### src/rtl/muldiv_pkg.sv
// Shared definitions for the iterative RV32M multiply/divide unit: op encoding,
// FSM states and the RISC-V defined divide special-case results.
package muldiv_pkg;

  localparam int XLEN_DEF = 32;

  localparam logic [2:0] OP_MUL    = 3'b000;
  localparam logic [2:0] OP_MULH   = 3'b001;
  localparam logic [2:0] OP_MULHSU = 3'b010;
  localparam logic [2:0] OP_MULHU  = 3'b011;
  localparam logic [2:0] OP_DIV    = 3'b100;
  localparam logic [2:0] OP_DIVU   = 3'b101;
  localparam logic [2:0] OP_REM    = 3'b110;
  localparam logic [2:0] OP_REMU   = 3'b111;

  typedef enum logic [1:0] {
    IDLE = 2'd0,
    CALC = 2'd1,
    DONE = 2'd2
  } state_t;

  // Divide-by-zero or signed-overflow result; op[1] selects remainder vs quotient.
  function automatic logic [XLEN_DEF-1:0] special_result(
    input logic [2:0]          op,
    input logic [XLEN_DEF-1:0] a,
    input logic                b_zero
  );
    if (b_zero) return op[1] ? a : '1;
    return op[1] ? '0 : {1'b1, {(XLEN_DEF-1){1'b0}}};
  endfunction

endpackage

### src/rtl/muldiv_sign_fix.sv
// Conditional two's-complement: passes val through, or negates it when neg is set.
module muldiv_sign_fix #(
  parameter int W = 64
) (
  input  logic         neg,
  input  logic [W-1:0] val,
  output logic [W-1:0] res
);

  assign res = neg ? -val : val;

endmodule

### src/rtl/muldiv_unit.sv
// Iterative RV32M multiply/divide unit (32 shift-add / restoring-divide steps).
// Optional MULDIV_EARLY_OUT_EN: divide-by-zero and signed overflow finish at once.
module muldiv_unit
  import muldiv_pkg::*;
#(
  parameter int XLEN = XLEN_DEF
) (
  input  logic            clk,
  input  logic            rst,
  input  logic            start,
  input  logic [2:0]      op,
  input  logic [XLEN-1:0] a,
  input  logic [XLEN-1:0] b,
  output logic            busy,
  output logic            done,
  output logic [XLEN-1:0] result
);

  localparam int CW = $clog2(XLEN);
  localparam logic [CW-1:0] CNT_LAST = CW'(XLEN - 1);

  state_t            state;
  logic [2:0]        op_q;
  logic              sa_q, sb_q, div_zero_q;
  logic [XLEN-1:0]   mag_b;
  logic [2*XLEN-1:0] acc;
  logic [CW-1:0]     cnt;

  logic              sa_in, sb_in, b_zero;
  logic [XLEN-1:0]   abs_a, abs_b;
  logic [XLEN:0]     mul_sum, div_shift, div_trial;
  logic [2*XLEN-1:0] acc_next, prod_fixed;
  logic [XLEN-1:0]   quo_fixed, rem_fixed, final_res;

  assign sa_in  = a[XLEN-1] & (op == OP_MUL || op == OP_MULH || op == OP_MULHSU ||
                               op == OP_DIV || op == OP_REM);
  assign sb_in  = b[XLEN-1] & (op == OP_MUL || op == OP_MULH || op == OP_DIV || op == OP_REM);
  assign b_zero = op[2] && (b == '0);

  muldiv_sign_fix #(.W(XLEN)) u_abs_a (.neg(sa_in), .val(a), .res(abs_a));
  muldiv_sign_fix #(.W(XLEN)) u_abs_b (.neg(sb_in), .val(b), .res(abs_b));

  // acc holds {partial product high, multiplier} for multiply and
  // {partial remainder, dividend/quotient} for divide; both start as {0, |a|}.
  always_comb begin
    mul_sum   = {1'b0, acc[2*XLEN-1:XLEN]} + {1'b0, (acc[0] ? mag_b : '0)};
    div_shift = acc[2*XLEN-1:XLEN-1];
    div_trial = div_shift - {1'b0, mag_b};
    acc_next  = '0;
    if (!op_q[2])
      acc_next = {mul_sum, acc[XLEN-1:1]};
    else if (!div_trial[XLEN])
      acc_next = {div_trial[XLEN-1:0], acc[XLEN-2:0], 1'b1};
    else
      acc_next = {div_shift[XLEN-1:0], acc[XLEN-2:0], 1'b0};
  end

  muldiv_sign_fix #(.W(2*XLEN)) u_prod_fix (.neg(sa_q ^ sb_q), .val(acc_next), .res(prod_fixed));
  muldiv_sign_fix #(.W(XLEN)) u_quo_fix (.neg(sa_q ^ sb_q), .val(acc_next[XLEN-1:0]),
                                         .res(quo_fixed));
  muldiv_sign_fix #(.W(XLEN)) u_rem_fix (.neg(sa_q), .val(acc_next[2*XLEN-1:XLEN]),
                                         .res(rem_fixed));

  // Signed overflow and REM-by-zero fall out of the magnitude datapath;
  // only the divide-by-zero quotient needs forcing.
  always_comb begin
    final_res = '0;
    case (op_q)
      OP_MUL:           final_res = prod_fixed[XLEN-1:0];
      OP_DIV, OP_DIVU:  final_res = div_zero_q ? '1 : quo_fixed;
      OP_REM, OP_REMU:  final_res = rem_fixed;
      default:          final_res = prod_fixed[2*XLEN-1:XLEN];
    endcase
  end

`ifdef MULDIV_EARLY_OUT_EN
  logic special_in;
  assign special_in = b_zero ||
                      ((op == OP_DIV || op == OP_REM) &&
                       (a == {1'b1, {(XLEN-1){1'b0}}}) && (b == '1));
`endif

  always_ff @(posedge clk or posedge rst) begin
    if (rst) begin
      state      <= IDLE;
      op_q       <= '0;
      sa_q       <= 1'b0;
      sb_q       <= 1'b0;
      div_zero_q <= 1'b0;
      mag_b      <= '0;
      acc        <= '0;
      cnt        <= '0;
      busy       <= 1'b0;
      done       <= 1'b0;
      result     <= '0;
    end else begin
      done <= 1'b0;
      case (state)
        IDLE: begin
          if (start) begin
            op_q       <= op;
            sa_q       <= sa_in;
            sb_q       <= sb_in;
            div_zero_q <= b_zero;
            mag_b      <= abs_b;
            acc        <= {{XLEN{1'b0}}, abs_a};
            cnt        <= '0;
            busy       <= 1'b1;
`ifdef MULDIV_EARLY_OUT_EN
            if (special_in) begin
              state  <= DONE;
              done   <= 1'b1;
              result <= special_result(op, a, b_zero);
            end else begin
              state <= CALC;
            end
`else
            state <= CALC;
`endif
          end
        end
        CALC: begin
          acc <= acc_next;
          cnt <= cnt + CW'(1);
          if (cnt == CNT_LAST) begin
            state  <= DONE;
            done   <= 1'b1;
            result <= final_res;
          end
        end
        DONE: begin
          state <= IDLE;
          busy  <= 1'b0;
        end
        default: state <= IDLE;
      endcase
    end
  end

endmodule
### config.mk
export PLATFORM = sky130hd
export DESIGN_NAME = muldiv_unit
export DESIGN_NICKNAME = d
export VERILOG_FILES = /design/src/rtl/muldiv_pkg.sv /design/src/rtl/muldiv_sign_fix.sv /design/src/rtl/muldiv_unit.sv
export SDC_FILE = /design/constraint.sdc
export NUM_CORES = 1
export LEC_CHECK = 0
export BUFFER_PORTS_ARGS = -buffer_cell sky130_fd_sc_hd__buf_2
export CAP_MARGIN = 40
export CORE_ASPECT_RATIO = 1.4
export CORE_MARGIN = 5
export CORE_UTILIZATION = 57
export DETAILED_ROUTE_END_ITERATION = 6
export PLACE_DENSITY = 0.77
export SETUP_SLACK_MARGIN = 0.2
export SKIP_CTS_REPAIR_TIMING = 1
export SLEW_MARGIN = 10
export SYNTH_ARGS = -nofsm -noshare
export SYNTH_HDL_FRONTEND = slang
export SYNTH_SLANG_ARGS = --single-unit
### constraint.sdc
create_clock -name clk -period 5 [get_ports clk]
set_input_delay 0.75 -clock clk [delete_from_list [all_inputs] [get_ports clk]]
set_output_delay 0.75 -clock clk [all_outputs]
set_load 0.1 [all_outputs]
==> results by stage <==
Status:
- The flow ran to the end, and the final reports show no timing, DRC or antenna violations.

Final layout:
- The count of antenna diodes in the layout is 0.
- In the final design database the tool counted 2202 nets.
- The fraction of layout cells with a size suffix above 1 is 18.62%.
- The area added between synthesis and finish is 17.60%.

Floorplan:
- The floorplan step defined a core boundary enclosing 0.02547 mm^2.
- The die covers 0.02927 mm^2.
- From left edge to right edge, the die measures 146.0 um.
- Measured along the y axis, the die boundary spans 200.4 um.
- Pin placement for this block handled 104 I/O pins.
- The initialized floorplan defines 69 standard-cell rows.
- The initial utilization of the core area, before any placement, comes to 57.98%.

Drt:
- The first detailed-routing pass ran for 7 iterations.
- The number of violations reported at the end of detailed-routing iteration 0 is 1466.
- The routed wire length on met2 is 26700 um.
- The remaining antenna violation count is 0.
- The ratio of routed vias to standard cells is 6.681.
- The DRC violations left is 0.
- The highest metal layer with signal wires is met4.
- In the detailed route, the total length drawn on met3 is 3346 um.
- For this block, wires on met1 add up to 20030 um.
- After detailed routing, the average wire length per cell comes to 23.28 um.
- The via count is 15982.
- The final routed wirelength across all metal layers is 55680 um.

STA:
- The sum of negative setup slack is 0 ps.
- The total count of hold-check failures in the final report is 0.
- The routed design could run at a clock period as short as 4683 ps.
- The max-slew headroom at the worst pin is 38.03%.
- The actual transition at the worst max-transition pin is 928.8 ps.
- Setup repair after global routing could not meet its margin everywhere.
- The worst path uses 93.67% of the clock period.
- Setup violations remaining at the end of the flow were counted as 0.
- The final worst-path setup slack is 316.5 ps.
- Across the routed clock network, the largest skew measured is 10.23 ps.
- Derived from the worst setup path, the maximum achievable clock frequency is 0.2135 GHz.
- The max-slew violation count is 0.

Logic synthesis:
- The most common cell in the synthesized netlist is sky130_fd_sc_hd__nand2_1.
- In this run, synthesis inferred 0 flip-flops with an integrated enable.
- The leading area contributor after synthesis is sky130_fd_sc_hd__dfrtp_1.
- The count of distinct cell types in the synthesized netlist is 96.
- The share of synthesized area in the top cell type comes to 24.24%.
- Yosys attributes the largest share of cell area to sky130_fd_sc_hd__dfrtp_1 (24%), sky130_fd_sc_hd__nand2_1 (6.3%), sky130_fd_sc_hd__ha_1 (5.9%), sky130_fd_sc_hd__xnor2_1 (5.9%), sky130_fd_sc_hd__o21ai_0 (5.8%).
- The mean cell area of the mapped netlist is 7.775 um^2.
- The share of synthesized registers carrying an async set or reset is 100.0%.
- The synthesized netlist net count is 2041.
- The total number of yosys warnings is 0.
- Synthesis produced a netlist whose cell count is 1899.
- The commonest cells after synthesis are sky130_fd_sc_hd__nand2_1 (248), sky130_fd_sc_hd__o21ai_0 (170), sky130_fd_sc_hd__dfrtp_1 (143).
- After synthesis the netlist holds a flip-flop and latch count of 143.
- The most used flip-flop cell after synthesis is sky130_fd_sc_hd__dfrtp_1.
- Sequential cells were found to cover 24.24% of the synthesized design area.
- The netlist area before placement is 0.01477 mm^2.

Critical path:
- The startpoint type of the worst setup path is a flop.
- The endpoint type of the worst setup path is a flop.
- The data required time at the worst endpoint is 5340 ps.
- At the worst endpoint, the arrival time is 5020 ps.
- The endpoint identified for the worst register-to-register timing path is result[25].
- The reg-to-reg setup timing slack is 320 ps.
- The class of the most critical setup path is flop to flop.
- The maximum net fanout on the critical path is 6.
- In this run the critical register-to-register path is launched from acc[0].
- Measured in cells, the most critical reg-to-reg path has a length of 19.

CTS:
- TritonCTS built the clock tree.
- The buffer cell driving the clock tree root is sky130_fd_sc_hd__clkbuf_16.
- The maximum clock insertion buffer count is 2.
- The level count of the clock H-tree is 4.
- The number of buffers created by CTS is 17.
- The clock insertion delay at the later pin of the skew report is 460 ps.
- The clock-pin transition on the worst setup and hold timing paths is 70 ps.
- Clock tree synthesis found a total of 143 sinks.

Placed design:
- Detailed placement finished with a half-perimeter wire length of 43180 um.
- The post-placement worst setup slack is 28.06 ps.
- The routability congestion estimate from global placement is 1.018.
- Buffers placed on the I/O ports in this run total 103.

GRT:
- The global-route wire length before repair is 86060 um.
- The remaining global-route overflow is 0.
- The via count of the first global-routing pass came to 15642.
- The largest net degree at the start of global routing is 94.
- The initial antenna violation count is 0.
- The total track usage is 37.05%.

Min path:
- The worst hold path belongs to the class primary input to asynchronous set/reset pin.

Run:
- The count of max-cap constraint violations is 0.
-- cells in the final DEF (no fill, tap or decap), drive strengths merged, types with 19 or more instances in the layout --
master,n
xnor2,100
and2,51
nor4,22
dfrtp,143
nor2,131
or3,19
a21oi,119
a211oi,21
o21ai,177
buf,244
o31ai,32
xor2,83
nand3,38
a221oi,19
a22o,20
ha,70
nand2,251
a31oi,31
nand4,23
a21o,34
inv,76
o221ai,35
mux2i,41
nor3,41
-- sequential cells by signal, indices dropped and copies added, names as in the netlist, 2 cells and up --
signal  flops
acc        64
cnt         5
mag_b      32
op_q        3
result     32
state       2
-- stage by stage --
| stage | cell area (um^2) | util [%] | cells | hold slack, ps |
|---|---|---|---|---|
| floorplan | 14840 | - | 1899 | 449.4 |
| global placement | 16380 | 64.30 | 2346 | 461.8 |
| detailed placement | 16420 | 64.48 | 2349 | 473.2 |
| CTS | 17050 | 66.96 | 2381 | 441.2 |
| global route | 17360 | 68.18 | 2392 | 474.5 |
| finish | 17360 | 68.18 | 2392 | 405.5 |
-- logic make-up after synthesis --
family / after synthesis / synth area share [%]
muxes: 47 / 3.262
xor gates and xnor gates: 183 / 10.86
DFF: 143 / 24.24
and+or+nand+nor: 657 / 21.63
AOI/OAI and AO/OA: 627 / 29.21
adders and majority gates: 72 / 6.203
buffers and inverters: 170 / 4.610
-- worst max-delay path, cell delays in order, from the launching register on --
cell and delay [ps]:
sky130_fd_sc_hd__dfrtp_2 460, sky130_fd_sc_hd__buf_4 160, sky130_fd_sc_hd__and2_1 130, sky130_fd_sc_hd__ha_1 290
sky130_fd_sc_hd__a21o_1 200, sky130_fd_sc_hd__a21oi_1 390, sky130_fd_sc_hd__buf_4 210, sky130_fd_sc_hd__a211oi_2 80
sky130_fd_sc_hd__o21ai_1 280, sky130_fd_sc_hd__and2_1 190, sky130_fd_sc_hd__xor2_1 240, sky130_fd_sc_hd__o211ai_1 260
sky130_fd_sc_hd__buf_4 240, sky130_fd_sc_hd__nor3_1 260, sky130_fd_sc_hd__nand3b_1 170, sky130_fd_sc_hd__o41ai_2 290
sky130_fd_sc_hd__xnor2_1 200, sky130_fd_sc_hd__o221ai_1 190, sky130_fd_sc_hd__buf_4 200, sky130_fd_sc_hd__o221a_1 100
-- how the worst max path moves through the flow --
stage          cells after the start  slack (ps)  startpoint          to
2_1_floorplan                     24         220     acc[31]  result[18]
3_3_place_gp                      19          10      acc[0]  result[25]
3_5_place_dp                      18          30      acc[0]  result[30]
4_1_cts                           18         -10      acc[0]  result[22]
5_1_grt                           19         110      acc[0]  result[25]
6_report                          19         320      acc[0]  result[25]
-- cell type report --
type | instances | area, um^2
flip-flops and latches | 143 | 3583
well taps | 319 | 399.1
inverters | 68 | 260.3
multi-input cells | 1586 | 10830
repair buffers | 244 | 1664
fillers | 2131 | 8104
clock buffers | 18 | 439.2
clock inverters | 14 | 192.7
-- layer usage --
metal	vias to the layer above	GRT usage [%]
met2	819	63.03
met5	-	0
met1	7581	40.77
met3	279	5.578
li1	7303	-
met4	0	30.09
Power is left out: the tool's default activity adds up to more than one toggle a clock period on the data nets, which glitch-free logic cannot reach.
